`config.mk`:
```
export PLATFORM = sky130hd
export DESIGN_NAME = id_ex_stage
export DESIGN_NICKNAME = d
export VERILOG_FILES = /design/src/rtl/riscv_pkg.sv /design/src/rtl/fwd_mux.sv /design/src/rtl/id_ex_stage.sv
export SDC_FILE = /design/constraint.sdc
export NUM_CORES = 1
export LEC_CHECK = 0
export ABC_AREA = 1
export BUFFER_PORTS_ARGS = -buffer_cell sky130_fd_sc_hd__buf_4
export CAP_MARGIN = 20
export CORE_AREA = 2 2 170 172
export DETAILED_ROUTE_END_ITERATION = 8
export DIE_AREA = 0 0 172 174
export HOLD_SLACK_MARGIN = 0.03
export PLACE_DENSITY = 0.56
export SLEW_MARGIN = 20
export SYNTH_ARGS = -nofsm -noshare
export SYNTH_HDL_FRONTEND = slang
export SYNTH_SLANG_ARGS = --single-unit
```
`constraint.sdc`:
```
create_clock -name clk -period 4 [get_ports clk]
set_input_delay 0.6 -clock clk [delete_from_list [all_inputs] [get_ports clk]]
set_output_delay 0.6 -clock clk [all_outputs]
set_load 0.02 [all_outputs]
```
`src/rtl/riscv_pkg.sv`:
```
// Shared constants and types for the integer pipeline: datapath widths, ALU op codes,
// EX-stage control layout and its bubble encoding.
// Pure definitions; no latency or flow-control behaviour of its own.
package riscv_pkg;

    localparam int XLEN = 32;
    localparam int RAW  = 5;

    // ALU operation codes as presented on alu_ctrl
    localparam logic [3:0] ALU_ADD  = 4'h0;
    localparam logic [3:0] ALU_SUB  = 4'h1;
    localparam logic [3:0] ALU_SLL  = 4'h2;
    localparam logic [3:0] ALU_SLT  = 4'h3;
    localparam logic [3:0] ALU_SLTU = 4'h4;
    localparam logic [3:0] ALU_XOR  = 4'h5;
    localparam logic [3:0] ALU_SRL  = 4'h6;
    localparam logic [3:0] ALU_SRA  = 4'h7;
    localparam logic [3:0] ALU_OR   = 4'h8;
    localparam logic [3:0] ALU_AND  = 4'h9;

    // Registered control carried by the EX stage
    typedef struct packed {
        logic       valid;
        logic [3:0] alu_ctrl;
        logic       reg_write;
        logic       mem_read;
    } ex_ctrl_t;

    // A bubble does nothing: no write-back, no memory access, harmless ADD
    localparam ex_ctrl_t EX_CTRL_BUBBLE = '{valid: 1'b0, alu_ctrl: ALU_ADD,
                                            reg_write: 1'b0, mem_read: 1'b0};

    // True when a producer writing rd supplies source register rs; x0 never matches
    function automatic logic fwd_hit(input logic           we,
                                     input logic [RAW-1:0] rd,
                                     input logic [RAW-1:0] rs);
        return we && (rd != '0) && (rd == rs);
    endfunction

endpackage

```
`src/rtl/fwd_mux.sv`:
```
// Resolves one EX operand: EX/MEM result, else MEM/WB result, else the stored value.
// Purely combinational, zero latency.
// No flow control; the caller decides when the result is consumed.
module fwd_mux #(
    parameter int XLEN = riscv_pkg::XLEN,
    parameter int RAW  = riscv_pkg::RAW
) (
    input  logic [RAW-1:0]  rs_addr_i,
    input  logic [XLEN-1:0] stored_i,
    input  logic [RAW-1:0]  exm_rd_addr_i,
    input  logic            exm_reg_write_i,
    input  logic [XLEN-1:0] exm_result_i,
    input  logic [RAW-1:0]  wb_rd_addr_i,
    input  logic            wb_reg_write_i,
    input  logic [XLEN-1:0] wb_result_i,
    output logic [XLEN-1:0] value_o
);
    import riscv_pkg::*;

    // Younger producer (EX/MEM) takes precedence over the older one (MEM/WB)
    always_comb begin
        value_o = stored_i;
        if (fwd_hit(exm_reg_write_i, exm_rd_addr_i, rs_addr_i)) begin
            value_o = exm_result_i;
        end else if (fwd_hit(wb_reg_write_i, wb_rd_addr_i, rs_addr_i)) begin
            value_o = wb_result_i;
        end
    end

endmodule

```
`src/rtl/id_ex_stage.sv`:
```
// ID/EX pipeline register with operand forwarding feeding the ALU, plus load-use bubble insertion.
// Latency: one cycle from acceptance to ALU drive; ALU operands are resolved combinationally in EX.
// Backpressure: id_ready drops on ex_stall, flush or load-use; ex_stall holds EX, flush overrides it.
module id_ex_stage #(
    parameter int XLEN = riscv_pkg::XLEN,
    parameter int RAW  = riscv_pkg::RAW
) (
    input  logic            clk,
    input  logic            rst,
    // decode side
    input  logic            id_valid,
    output logic            id_ready,
    input  logic [RAW-1:0]  id_rs1_addr,
    input  logic [RAW-1:0]  id_rs2_addr,
    input  logic [XLEN-1:0] id_rs1_data,
    input  logic [XLEN-1:0] id_rs2_data,
    input  logic [XLEN-1:0] id_imm,
    input  logic [XLEN-1:0] id_pc,
    input  logic            id_use_imm,
    input  logic            id_use_pc,
    input  logic [3:0]      id_alu_ctrl,
    input  logic [RAW-1:0]  id_rd_addr,
    input  logic            id_reg_write,
    input  logic            id_mem_read,
    // pipeline control
    input  logic            flush,
    input  logic            ex_stall,
    // forwarding sources
    input  logic [RAW-1:0]  exm_rd_addr,
    input  logic            exm_reg_write,
    input  logic [XLEN-1:0] exm_result,
    input  logic [RAW-1:0]  wb_rd_addr,
    input  logic            wb_reg_write,
    input  logic [XLEN-1:0] wb_result,
    // EX outputs
    output logic            ex_valid,
    output logic [XLEN-1:0] alu_in1,
    output logic [XLEN-1:0] alu_in2,
    output logic [3:0]      alu_ctrl,
    output logic [XLEN-1:0] ex_store_data,
    output logic [RAW-1:0]  ex_rd_addr,
    output logic            ex_reg_write,
    output logic            ex_mem_read,
    output logic            load_use_stall
);
    import riscv_pkg::*;

    ex_ctrl_t        ctrl_q, ctrl_d;
    logic [RAW-1:0]  rd_q, rd_d;
    logic [RAW-1:0]  rs1_addr_q, rs1_addr_d;
    logic [RAW-1:0]  rs2_addr_q, rs2_addr_d;
    logic [XLEN-1:0] rs1_q, rs1_d;
    logic [XLEN-1:0] rs2_q, rs2_d;
    logic [XLEN-1:0] imm_q, imm_d;
    logic [XLEN-1:0] pc_q, pc_d;
    logic            use_imm_q, use_imm_d;
    logic            use_pc_q, use_pc_d;

    logic [XLEN-1:0] rs1_fwd, rs2_fwd;
    logic [XLEN-1:0] rs1_cap, rs2_cap;
    logic            do_hold, do_capture, do_bubble;

    fwd_mux #(.XLEN(XLEN), .RAW(RAW)) u_fwd_rs1 (
        .rs_addr_i       (rs1_addr_q),
        .stored_i        (rs1_q),
        .exm_rd_addr_i   (exm_rd_addr),
        .exm_reg_write_i (exm_reg_write),
        .exm_result_i    (exm_result),
        .wb_rd_addr_i    (wb_rd_addr),
        .wb_reg_write_i  (wb_reg_write),
        .wb_result_i     (wb_result),
        .value_o         (rs1_fwd)
    );

    fwd_mux #(.XLEN(XLEN), .RAW(RAW)) u_fwd_rs2 (
        .rs_addr_i       (rs2_addr_q),
        .stored_i        (rs2_q),
        .exm_rd_addr_i   (exm_rd_addr),
        .exm_reg_write_i (exm_reg_write),
        .exm_result_i    (exm_result),
        .wb_rd_addr_i    (wb_rd_addr),
        .wb_reg_write_i  (wb_reg_write),
        .wb_result_i     (wb_result),
        .value_o         (rs2_fwd)
    );

    // Hazard detection, operand select and decode handshake, all from EX state plus buses
    always_comb begin
        // rs2 match is checked even for immediate forms: cheaper than qualifying it
        load_use_stall = ctrl_q.valid & ctrl_q.mem_read & id_valid & (rd_q != '0) &
                         ((rd_q == id_rs1_addr) | (rd_q == id_rs2_addr));
        id_ready       = ~load_use_stall & ~ex_stall & ~flush;
        alu_in1        = use_pc_q  ? pc_q  : rs1_fwd;
        alu_in2        = use_imm_q ? imm_q : rs2_fwd;
        ex_store_data  = rs2_fwd;
    end

    // Capture-time bypass: the register file is written this same cycle, so its read is stale
    always_comb begin
        rs1_cap = fwd_hit(wb_reg_write, wb_rd_addr, id_rs1_addr) ? wb_result : id_rs1_data;
        rs2_cap = fwd_hit(wb_reg_write, wb_rd_addr, id_rs2_addr) ? wb_result : id_rs2_data;
    end

    // Next-state selection: flush > stall hold > load-use bubble > capture > idle bubble
    always_comb begin
        do_hold    = ~flush & ex_stall;
        do_capture = ~flush & ~ex_stall & ~load_use_stall & id_valid;
        do_bubble  = ~do_hold & ~do_capture;

        ctrl_d     = ctrl_q;
        rd_d       = rd_q;
        rs1_addr_d = rs1_addr_q;
        rs2_addr_d = rs2_addr_q;
        rs1_d      = rs1_q;
        rs2_d      = rs2_q;
        imm_d      = imm_q;
        pc_d       = pc_q;
        use_imm_d  = use_imm_q;
        use_pc_d   = use_pc_q;

        if (do_hold) begin
            // Latch forwarded operands so a producer retiring mid-hold is not lost
            rs1_d = rs1_fwd;
            rs2_d = rs2_fwd;
        end

        if (do_capture) begin
            ctrl_d.valid     = 1'b1;
            ctrl_d.alu_ctrl  = id_alu_ctrl;
            ctrl_d.reg_write = id_reg_write;
            ctrl_d.mem_read  = id_mem_read;
            rd_d             = id_rd_addr;
            rs1_addr_d       = id_rs1_addr;
            rs2_addr_d       = id_rs2_addr;
            rs1_d            = rs1_cap;
            rs2_d            = rs2_cap;
            imm_d            = id_imm;
            pc_d             = id_pc;
            use_imm_d        = id_use_imm;
            use_pc_d         = id_use_pc;
        end

        if (do_bubble) begin
            ctrl_d     = EX_CTRL_BUBBLE;
            rd_d       = '0;
            rs1_addr_d = '0;
            rs2_addr_d = '0;
            rs1_d      = '0;
            rs2_d      = '0;
            imm_d      = '0;
            pc_d       = '0;
            use_imm_d  = 1'b0;
            use_pc_d   = 1'b0;
        end
    end

    // Stage register; synchronous reset clears to a bubble
    always_ff @(posedge clk) begin
        if (rst) begin
            ctrl_q     <= EX_CTRL_BUBBLE;
            rd_q       <= '0;
            rs1_addr_q <= '0;
            rs2_addr_q <= '0;
            rs1_q      <= '0;
            rs2_q      <= '0;
            imm_q      <= '0;
            pc_q       <= '0;
            use_imm_q  <= 1'b0;
            use_pc_q   <= 1'b0;
        end else begin
            ctrl_q     <= ctrl_d;
            rd_q       <= rd_d;
            rs1_addr_q <= rs1_addr_d;
            rs2_addr_q <= rs2_addr_d;
            rs1_q      <= rs1_d;
            rs2_q      <= rs2_d;
            imm_q      <= imm_d;
            pc_q       <= pc_d;
            use_imm_q  <= use_imm_d;
            use_pc_q   <= use_pc_d;
        end
    end

    // Registered outputs come straight from the stage register
    always_comb begin
        ex_valid     = ctrl_q.valid;
        alu_ctrl     = ctrl_q.alu_ctrl;
        ex_reg_write = ctrl_q.reg_write;
        ex_mem_read  = ctrl_q.mem_read;
        ex_rd_addr   = rd_q;
    end

endmodule

```
Yosys cells after proc, flatten, opt, wreduce, memory -nomap -nowiden. Cells that the tools add are included. Widths: inputs -> output; s select.

Eq/ne operators: 8. Bitwise logic cells: 17. Muxes and demuxes: 12. Reduce and logical (&&, ||, !) cells: 13.

Operators by type and width (number): $mux 32 (12); $eq 5x5->1 (8); $reduce_bool 5->1 (3); $and 1x1->1 (11); $logic_and 1x1->1 (8); $not 1->1 (5); $reduce_bool 2->1 (1); $reduce_or 2->1 (1); $or 1x1->1 (1).

Bits in registers: 152. Bits of input ports: 232.

Longest topological paths before layout. Gate-level depths: netlist (run 1).

Word-level depth: 10. Gate-level depth with buffers: 14.

Modules after synthesis. From an unflattened synthesis (run 1), not the netlist that was laid out.

Cells, all modules: 1651. Area total of the unflattened synthesis: 10540.1 µm².

Modules (own cells, without submodules): id_ex_stage (cells each 1055, times used 1, area an instance 7707.4 µm²); fwd_mux (cells each 298, times used 2, area an instance 1416.4 µm²).

Least setup slack after synthesis (run 1). Ideal clock, no wire load.

Kind: in2out. Start point: in wb_rd_addr[2]. End point: out alu_in2[10]. Data arrival time: 1958 ps. Cell stages on the path: 11. Buffers on the path: 2. Setup slack: 1442 ps. Data required time: 3400 ps. Cells stage by stage: buf_2 -> nor2_1 -> nand3_1 -> nand2_2 -> nor2_2 -> nand2_1 -> buf_2 -> nand2_1 -> nand3_1 -> nand2_1 -> o21ai_1.

Word-level cells in the longest chain between the ends: 6. Elaborated cells on any way between the ends: 7. Classes of those cells: 1 x eq/ne; 3 x mux; 3 x reduce/logical.

Ends and longest elaborated chain: from (decl) (line id_ex_stage.sv:32) `input logic [RAW-1:0] wb_rd_addr,`; $reduce_bool 5->1 (line riscv_pkg.sv:37) `return we && (rd != '0) && (rd == rs);`; $logic_and 1x1->1 (line riscv_pkg.sv:37); $logic_and 1x1->1 (*) (line riscv_pkg.sv:37); $mux 32 (*) (line fwd_mux.sv:25) `end else if (fwd_hit(wb_reg_write_i, wb_rd_addr_i, rs_addr_i)) begin`; $mux 32 (*) (line fwd_mux.sv:23) `if (fwd_hit(exm_reg_write_i, exm_rd_addr_i, rs_addr_i)) begin`; $mux 32 (*) (line id_ex_stage.sv:94) `alu_in2 = use_imm_q ? imm_q : rs2_fwd;`; to (decl) (line id_ex_stage.sv:38) `output logic [XLEN-1:0] alu_in2,`.

Every way passes the cells marked *; elsewhere a longest branch is shown, timed or not.

Worst setup path in the final report (run 1).
Start point: reg rs2_addr_q[0]. End point: out alu_in2[1].

Word-level cells in the longest chain between the ends: 5. Elaborated cells on any way between the ends: 7. Classes of those cells: 2 x eq/ne; 3 x mux; 2 x reduce/logical.

Ends and longest elaborated chain: from (decl) (line id_ex_stage.sv:51) `logic [RAW-1:0] rs2_addr_q, rs2_addr_d;`; from (signal assigned) (line id_ex_stage.sv:174) `rs2_addr_q <= rs2_addr_d;`; $eq 5x5->1 (line riscv_pkg.sv:37); $logic_and 1x1->1 (line riscv_pkg.sv:37); $mux 32 (line fwd_mux.sv:25); $mux 32 (*) (line fwd_mux.sv:23); $mux 32 (*) (line id_ex_stage.sv:94).

Marked as above.

==> results of run 1 <==
area by class of cell:
cell class | count | area, um^2 | area share
sequential | 152 | 3050 | 0.235
timing repair buffer | 362 | 2770 | 0.213
clock buffer | 20 | 447 | 0.0344
multi-input combinational | 1161 | 5640 | 0.434
clock inverter | 12 | 116 | 0.00896
inverter | 129 | 489 | 0.0377
tap | 384 | 480 | 0.0370
antenna | 1 | 2.50 | 0.000193
placed cells by master (no fill, tap or decap), drive strengths merged, types with 2 or more instances in the layout:
master    count
nand4         2
a21oi       150
nand2       555
xor2         13
buf         362
inv         132
clkinv        2
o21ai        90
nor2         30
nor3          2
nand3       304
dfxtp       152
xnor2        13
clkinvlp      6
clkbuf       20
metrics by stage:
stage | hold WS (ns) | total power [mW]
after floorplan | 0.442 | 1.91
after global placement | 0.454 | 2.25
after detailed placement | 0.456 | 2.26
after CTS | 0.415 | 3.86
after global routing | 0.415 | 3.99
final | 0.427 | 3.83
layer usage:
metal,vias to the layer above,part of all wire,global-route usage
li1,5559,-,-
met5,-,0,0
met2,476,0.45,0.412
met1,5115,0.45,0.368
met4,0,0.020,0.0676
met3,49,0.080,0.0558
cells in the mapped netlist, drive strengths merged, types with 2 or more instances:
| cell type | n |
|---|---|
| nor3 | 2 |
| xor2 | 13 |
| clkbuf | 37 |
| dfxtp | 152 |
| nand4 | 2 |
| nand3 | 304 |
| nor2 | 30 |
| o21ai | 90 |
| buf | 77 |
| nand2 | 555 |
| xnor2 | 13 |
| inv | 128 |
| a21oi | 150 |
cells by family (layout without fill, tap and decap cells):
family | after synthesis | after routing | synth area share
DFF | 152 | 152 | 0.313
buffers and inverters | 243 | 523 | 0.113
AOI/OAI and AO/OA | 241 | 241 | 0.159
xor gates and xnor gates | 26 | 26 | 0.0234
other | 0 | 1 | 0
and+or+nand+nor | 894 | 894 | 0.392
critical path, delay by kind of cell (launching register included):
family	cells	cell delay, ns
simple gates	5	1.26
xor+xnor	1	0.15
compound gates	1	0.16
flops	1	0.45
buf+inv	1	0.16
how the worst min path moves through the flow:
| stage | to | slack (ns) | depth (start not counted) |
|---|---|---|---|
| 5_1_grt | pc_q[8] | 0.41 | 3 |
| 3_5_place_dp | imm_q[31] | 0.46 | 2 |
| 2_1_floorplan | imm_q[30] | 0.44 | 2 |
| 3_3_place_gp | imm_q[31] | 0.45 | 2 |
| 6_report | ex_mem_read | 0.43 | 3 |
| 4_1_cts | ex_mem_read | 0.42 | 3 |
power groups by stage:
stage	clock network [mW]	registers, mW	logic [mW]
after floorplan	0	1.57	0.336
after global placement	0	1.58	0.677
after detailed placement	0	1.57	0.681
after CTS	1.64	1.54	0.683
after global routing	1.71	1.54	0.741
final	1.60	1.54	0.684
flip-flops by register name, indices dropped and copies added, names as in the netlist:
signal and flops:
alu_ctrl 4, ex_mem_read 1, ex_rd_addr 5, ex_reg_write 1, ex_valid 1, imm_q 32
pc_q 32, rs1_addr_q 5, rs1_q 32, rs2_addr_q 5, rs2_q 32, use_imm_q 1
use_pc_q 1
==> impl_results.md, run 1 <==
- Status: complete, no violations
- Sw Pwr: 1.13 mW
- Final Instance Area: 13000 um^2
- Seq pwr share: 0.402
- Drt first pass iters: 6
- RSZ-0062 raised after global routing: false
- Placed inst area: 12400 um^2
- Seq/Total Area, Yosys: 0.313
- CP max stage cell: nand2_2
- CP cell instances: xnor2_1, nand2_1, nor3_4, nand2_2, nand3_1, nand2_1, o21ai_1, buf_4
- Synth area leaders: dfxtp_1, nand2_1, nand3_1, a21oi_2, inv_1
- CTS hold repair buffers: 0
- CP Data Required Time: 3.40 ns
- Syn nets: 1788
- Mapped cell area: 9720 um^2
- Period utilisation layout: 0.804
- Max VDD drop: 0.293 mV
- Post-layout util: 0.460
- Pint: 2.69 mW
- FFs w/ async S/R, synth: 0
- Startpoint types: flip-flop
- Worst R2R Path Depth: 12
- Setup WS pre-CTS: 0.923 ns
- Maximum buffer depth of the clock tree: 2
- # Max-Cap Violations: 0
- Area leader, netlist: dfxtp_1
- Inst Count DP: 2188
- GR Overflow Total: 0
- Mean Syn Cell Area: 6.25 um^2
- Clk pwr share: 0.419
- Power Density: 295 nW/um^2
- Largest stage delay, worst path: 0.51 ns
- Setup crit end: alu_in2[1]
- WL per Instance: 18.2 um
- R2R Setup Slk: 1.45 ns
- Ys Warns: 0
- Io pins: 342
- DRT iter0 DRCs: 938
- First-pass GRT wire length: 60700 um
- CP Class: reg2out
- CTS Buf Count: 17
- Launching point of the worst reg2reg path: ex_rd_addr[4]
- Residual DRC: 0
- Starting density of the core: 0.344
- Fin. Hold Viols: 0
- Die area: 29900 um^2
- Number of port buffers: 341
- Synth unique cells: 28
- Crit path time final: 3.22 ns
- Post-CTS Setup Bufs: 0
- Total Wirelength: 40300 um
- Core ar.: 28200 um^2
- Final Instance Count excl. Fillers: 2221
- Die X: 172 um
- Worst Max-Slew Pin Slew: 1.04 ns
- Final Wtd Congestion: 0.881
- Post-CTS Resized: 0
- Yosys reg bits: 152
- Pin count of the biggest net entering global routing: 133
- Worst setup startpoint: rs2_addr_q[0]
- Die Y: 174 um
- DR vias/cell: 5.04
- Worst-skew pair later-pin latency: 0.42 ns
- Synth Flop Type: dfxtp_1
- Yosys top cell area share: 0.313
- Clock transition at path regs: 0.07 ns
- Crit-path max FO: 32
- Fill count: 3101
- HPWL after DPL: 27500 um
- CTS root buf: clkbuf_16
- Vias in the first global route: 10442
- Tot GR Track Use: 0.263
- Clk_skew: 0.0141 ns
- Post-synth EDFFs: 0
- Layout cells sized above 1: 0.278
- CP Capture Type: output pin
- Max-slew violation count: 0
- Logic pwr share: 0.179
- Antenna viol nets, final: 0
- # nets final: 2055
- Worst R2R End: rs2_q[5]
- Sw Ratio: 0.296
- Relative slew slack: 0.303
- Arrival @ worst endpoint: 2.62 ns
- Synthesis-to-layout area growth: 33.6%
- Initial antenna violation count: 1
- PnR worst setup slack: 0.785 ns
- Hold path startpoint: id_mem_read
- TNS Setup: 0 ns
- Site Rows: 62
- Via Count: 11199
- Final Setup Violations: 0
- H-tree depth: 4
- HP Class: in2reg
- Lkg Pwr: 5.91 nW
- CTS tree: yes
- CP dominant cell by count: nand2_1
- TritonCTS Sinks: 152
- Cells after Synth: 1556
- Max Freq: 0.311 GHz
No activity file was read; power rests on OpenSTA's default activity.
==> inputs of run 2 (changes only) <==
Clock period 4 ns to 3 ns, I/O delays scaled along.
==> impl_results.md, run 2 (synthesis results as in run 1) <==
- CP cell instances: xnor2_1, nand2_1, nor3_4, buf_4, nand3_1, nand2_1, o21ai_0, buf_4
- Antenna viol nets, final: 0 (unchanged)
- Post-CTS Setup Bufs: 0 (unchanged)
- PnR worst setup slack: 0.215 ns (-0.570 ns)
- Fin. Hold Viols: 0 (unchanged)
- Tot GR Track Use: 0.263 (-0.000380)
- Setup crit end: alu_in2[31]
- Post-CTS Resized: 0 (unchanged)
- Drt first pass iters: 5 (-1)
- Clk_skew: 0.0134 ns (-0.000701 ns)
- Worst R2R Path Depth: 12 (unchanged)
- CTS root buf: clkbuf_16
- Worst hold slack: 0.269 ns (-0.157 ns)
- Lkg Pwr: 6.05 nW (+2.4%)
- Worst R2R End: ex_valid
- Most frequent cells in the layout: nand2_1, buf_4, nand3_1
- H-tree depth: 4 (unchanged)
- Placed inst area: 12600 um^2 (+1.7%)
- WL per Instance: 17.8 um (-1.7%)
- Fill count: 3061 (-1.3%)
- Residual DRC: 0 (unchanged)
- RSZ-0062 raised after global routing: false
- CTS Buf Count: 17 (unchanged)
- CTS hold repair buffers: 0 (unchanged)
- DR vias/cell: 4.99 (-1.0%)
- Met2 wire length: 18100 um (+0.41%)
- Startpoint types: flip-flop
- # nets final: 2071 (+0.78%)
- Number of port buffers: 341 (unchanged)
- First-pass GRT wire length: 60800 um (about the same)
- Io pins: 342 (unchanged)
- Period utilisation layout: 0.928
- Die X: 172 um (unchanged)
- Initial antenna violation count: 5 (+4)
- HP Class: in2reg
- Crit path buffers/inverters: 2 (+1)
- Layout cells sized above 1: 0.285 (+0.00639)
- TritonCTS Sinks: 152 (unchanged)
- CP Data Required Time: 2.55 ns (-0.85 ns)
- Commonest non-fill, non-tap cell in the layout: nand2_1
- Core ar.: 28200 um^2 (unchanged)
- Status: complete, no violations
- Worst-skew pair later-pin latency: 0.43 ns (about the same)
- Die Y: 174 um (unchanged)
- CP Capture Type: output pin
- Max-slew violation count: 0 (unchanged)
- Final Instance Area: 13200 um^2 (+1.9%)
- GR Overflow Total: 0 (unchanged)
- Maximum buffer depth of the clock tree: 2 (unchanged)
- Synthesis-to-layout area growth: 36.2%
- Starting density of the core: 0.344 (unchanged)
- WL met1: 18200 um (-0.75%)
- Setup WS pre-CTS: 0.453 ns (-0.470 ns)
- R2R Setup Slk: 0.84 ns (-0.61 ns)
- CP delay by family, top: buffers and inverters
- Crit path time final: 2.79 ns
- Largest stage delay, worst path: 0.45 ns (-0.06 ns)
- CP max stage cell: buf_4
- CTS tree: yes
- Via Count: 11179 (-0.18%)
- HPWL after DPL: 28700 um (+4.2%)
- Final Wtd Congestion: 0.855 (-3.0%)
- Max Freq: 0.359 GHz
- Pin count of the biggest net entering global routing: 106 (-20%)
- DRT iter0 DRCs: 985 (+5.0%)
- Top layer in use: met4
- Crit-path max FO: 32 (unchanged)
- TNS Setup: 0 ns (unchanged)
- Relative slew slack: 0.544 (+0.241)
- CP Class: reg2out
- Worst Max-Slew Pin Slew: 0.684 ns (-0.355 ns)
- Worst setup startpoint: rs2_addr_q[1]
- # Max-Cap Violations: 0 (unchanged)
- Launching point of the worst reg2reg path: ex_rd_addr[1]
- Clock transition at path regs: 0.07 ns (about the same)
- Site Rows: 62 (unchanged)
- CP Depth: 8 (unchanged)
- Die area: 29900 um^2 (unchanged)
- Vias in the first global route: 10720 (+2.7%)
- Total Wirelength: 40000 um (-0.89%)
- Wire length on met3: 2940 um (-8.6%)
- Post-layout util: 0.469 (+0.00877)
- Max VDD drop: 0.263 mV (-10%)
- Arrival @ worst endpoint: 2.34 ns (-0.28 ns)
- Final Setup Violations: 0 (unchanged)
- Power Density: 397 nW/um^2 (+35%)
## run 2: how the worst min path moves through the flow
stage	start	to	slack, ns	depth (start not counted)
6_report	id_pc[8]	pc_q[8]	0.27	3
5_1_grt	id_imm[3]	imm_q[3]	0.26	3
4_1_cts	id_pc[4]	pc_q[4]	0.26	3
3_5_place_dp	imm_q[31]	imm_q[31]	0.46	2
3_3_place_gp	alu_ctrl[3]	alu_ctrl[3]	0.46	2
2_1_floorplan	imm_q[30]	imm_q[30]	0.44	2
## run 2: layer usage
metal  vias to the layer above  global-route usage
met5                         -                   0
met4                         0              0.0756
met3                        43              0.0569
met2                       421               0.421
met1                      5112               0.355
li1                       5603                   -
## run 2: metrics by stage
stage / instances / total power [mW]
finish: 2240 / 5.25
global route: 2237 / 5.47
CTS: 2235 / 5.30
detailed placement: 2204 / 3.03
global placement: 2204 / 3.03
floorplan: 1556 / 2.54
## run 2: where the power goes
part | internal [mW] | switching, mW
Combinational | 0.389 | 0.542
Clock | 1.32 | 0.955
Sequential | 2.04 | 0.0110
## run 2: cell type report
type	instances	area (um^2)	area share
diodes	5	12.5	0.000945
clock buffers	18	429	0.0324
clock inverters	13	166	0.0126
inverters	129	489	0.0370
multi-input cells	1161	5640	0.426
flip-flops and latches	152	3050	0.230
well taps	384	480	0.0363
repair buffers	378	2980	0.225
## run 2: worst reg2reg max path, cell delays in order, from the launching register on
cell	delay, ns
dfxtp_1	0.43
inv_1	0.11
nand2_1	0.07
nand2_1	0.05
nor2_1	0.10
nand3_1	0.08
nand2_1	0.14
nand2_2	0.09
nand3_4	0.14
nand2_2	0.15
nand2_8	0.26
buf_12	0.30
a21oi_1	0.13
==> inputs of run 3 (changes only) <==
Settings changed: MAX_ROUTING_LAYER set to met4.
==> impl_results.md, run 3 (synthesis results as in run 1) <==
- Io pins: 342 (unchanged)
- Area taken by multi-input logic gates: 5640 um^2 (unchanged)
- Maximum buffer depth of the clock tree: 2 (unchanged)
- Die X: 172 um (unchanged)
- First-pass GRT wire length: 60700 um (about the same)
- Crit path time final: 2.82 ns (+0.0332 ns)
- CP delay by family, top: simple AND/OR/NAND/NOR gates
- Clk_skew: 0.0148 ns (+0.00139 ns)
- CP Data Required Time: 2.55 ns (about the same)
- Power Density: 389 nW/um^2 (-2.1%)
- Die area: 29900 um^2 (unchanged)
- Synthesis-to-layout area growth: 35.8%
- Starting density of the core: 0.344 (unchanged)
- Fin. Hold Viols: 0 (unchanged)
- Launching point of the worst reg2reg path: ex_rd_addr[1]
- Startpoint types: flip-flop
- Clk pwr share: 0.418 (-0.014)
- Via Count: 11218 (+0.35%)
- TritonCTS Sinks: 152 (unchanged)
- Register area: 3050 um^2 (unchanged)
- Crit-path max FO: 19 (-41%)
- Seq pwr share: 0.400 (+0.009)
- Core ar.: 28200 um^2 (unchanged)
- Fill count: 3028 (-1.1%)
- Worst R2R Path Depth: 11 (-1)
- Max VDD drop: 0.297 mV (+13%)
- CTS tree: yes
- CP Capture Type: output pin
- CTS hold repair buffers: 0 (unchanged)
- CP cell instances: nand2_1, nand2_1, nand3_1, nor2_4, nand2_2, buf_12, nand2_1, nand3_1, o21ai_0, nand2_1, nand2_1, buf_4
- CP Class: reg2out
- H-tree depth: 4 (unchanged)
- Site Rows: 62 (unchanged)
- Most frequent cells in the layout: nand2_1, buf_4, nand3_1
- Sw Ratio: 0.313 (+0.0255)
- Vias in the first global route: 10641 (-0.74%)
- Logic pwr share: 0.182 (+0.005)
- Max-slew violation count: 0 (unchanged)
- Worst Max-Slew Pin Slew: 0.954 ns (+0.270 ns)
- Post-CTS Setup Bufs: 0 (unchanged)
- Relative slew slack: 0.364 (-0.180)
- Final Wtd Congestion: 0.875 (+2.3%)
- Hold EP: pc_q[9]
- Antenna viol nets, final: 0 (unchanged)
- Clock transition at path regs: 0.08 ns (about the same)
- CP dominant cell by count: nand2_1
- Status: complete, no violations
- WL per Instance: 17.9 um (+0.35%)
- Worst-skew pair later-pin latency: 0.43 ns (about the same)
- Setup WS pre-CTS: 0.447 ns (-0.00620 ns)
- PnR worst setup slack: 0.181 ns (-0.0332 ns)
- Pin count of the biggest net entering global routing: 88 (-17%)
- Worst R2R End: rs2_q[11]
- Initial antenna violation count: 3 (-2)
- Lkg Pwr: 6.04 nW (-0.17%)
- CTS root buf: clkbuf_16
- GR Overflow Total: 0 (unchanged)
- Tot GR Track Use: 0.272 (+0.00873)
- Arrival @ worst endpoint: 2.37 ns (+0.03 ns)
- Period utilisation layout: 0.940 (+0.0111)
- HPWL after DPL: 28900 um (+0.88%)
- Sw Pwr: 1.60 mW (+6.3%)
- TNS Setup: 0 ns (unchanged)
- # nets final: 2071 (unchanged)
- Total Wirelength: 40100 um (+0.30%)
- Hold path startpoint: id_pc[9]
- Drt first pass iters: 5 (unchanged)
- CP max stage cell: dfxtp_1
- Die Y: 174 um (unchanged)
- Number of port buffers: 341 (unchanged)
- Hold path cells: 3 (unchanged)
- HP Class: in2reg
- CTS Buf Count: 17 (unchanged)
- DR vias/cell: 5.01 (+0.39%)
- Residual DRC: 0 (unchanged)
- Post-CTS Resized: 0 (unchanged)
- # Max-Cap Violations: 0 (unchanged)
- R2R Setup Slk: 0.53 ns (-0.31 ns)
- Crit path buffers/inverters: 2 (unchanged)
- Commonest non-fill, non-tap cell in the layout: nand2_1
- Final Setup Violations: 0 (unchanged)
- Max Freq: 0.355 GHz (-1.2%)
- Post-layout util: 0.467 (-0.00137)
- DRT iter0 DRCs: 1004 (+1.9%)
- RSZ-0062 raised after global routing: false
- Layout cells sized above 1: 0.286 (+0.000926)
- Pint: 3.53 mW (-5.9%)
- Largest stage delay, worst path: 0.45 ns (about the same)
## run 3: cell types whose count changed in the layout (fill, tap and decap cells not counted)
cell        delta
bufinv_16      -3
clkbuf_1       -1
clkinv_4       +1
clkinv_8       +1
clkinvlp_4     -1
diode_2        -2
inv_6          +1
inv_8          +3
## run 3: power by group through the flow
| stage | combinational [mW] | clock (mW) | sequential [mW] |
|---|---|---|---|
| final | 0.932 | 2.14 | 2.05 |
| after global routing | 1.01 | 2.26 | 2.05 |
| after CTS | 0.931 | 2.19 | 2.05 |
| after detailed placement | 0.928 | 0 | 2.10 |
| after global placement | 0.927 | 0 | 2.10 |
| after floorplan | 0.448 | 0 | 2.10 |
## run 3: how the worst max path moves through the flow
stage                         startpoint  slack [ns]  cells past startpoint          end
after global routing       rs1_addr_q[2]        0.02                     11  alu_in1[10]
after floorplan            wb_rd_addr[2]        0.74                     11  alu_in2[10]
after detailed placement  exm_rd_addr[3]        0.45                     11  alu_in2[23]
after CTS                  rs1_addr_q[2]        0.20                     12   alu_in1[4]
final                      rs1_addr_q[2]        0.18                     12   alu_in1[4]
after global placement     wb_rd_addr[2]        0.45                     13   alu_in1[4]
## run 3: layout make-up
| cell class | count | area share |
|---|---|---|
| Multi-Input combinational cell | 1161 | 0.427 |
| Timing Repair Buffer | 378 | 0.225 |
| Tap cell | 384 | 0.0364 |
| Antenna cell | 3 | 0.000569 |
| Clock inverter | 15 | 0.0103 |
| Inverter | 129 | 0.0371 |
| Sequential cell | 152 | 0.231 |
| Clock buffer | 17 | 0.0322 |
## run 3: per-layer routing
| metal | part of all wire | vias up | GRT usage |
|---|---|---|---|
| li1 | - | 5588 | - |
| met1 | 0.46 | 5114 | 0.369 |
| met2 | 0.45 | 465 | 0.415 |
| met3 | 0.073 | 51 | 0.0408 |
| met4 | 0.022 | 0 | 0.0840 |
| met5 | 0 | - | - |
## run 3: stage by stage
stage	hold WS (ns)	power (mW)	area, um^2	instances
global route	0.262	5.32	13200	2239
global placement	0.454	3.02	12600	2204
finish	0.267	5.13	13200	2239
floorplan	0.442	2.54	9720	1556
detailed placement	0.457	3.03	12600	2204
CTS	0.251	5.17	13200	2236
## run 3: worst register-to-register path, stage by stage, from the launching register on
cell and delay (ns):
dfxtp_1 0.44, inv_1 0.11, nand2_1 0.07, nand2_1 0.04, nor2_1 0.10, nand3_1 0.09
nand2_1 0.16, nand2_2 0.10, nand3_4 0.13, buf_4 0.76, nand3_1 0.25, a21oi_2 0.14
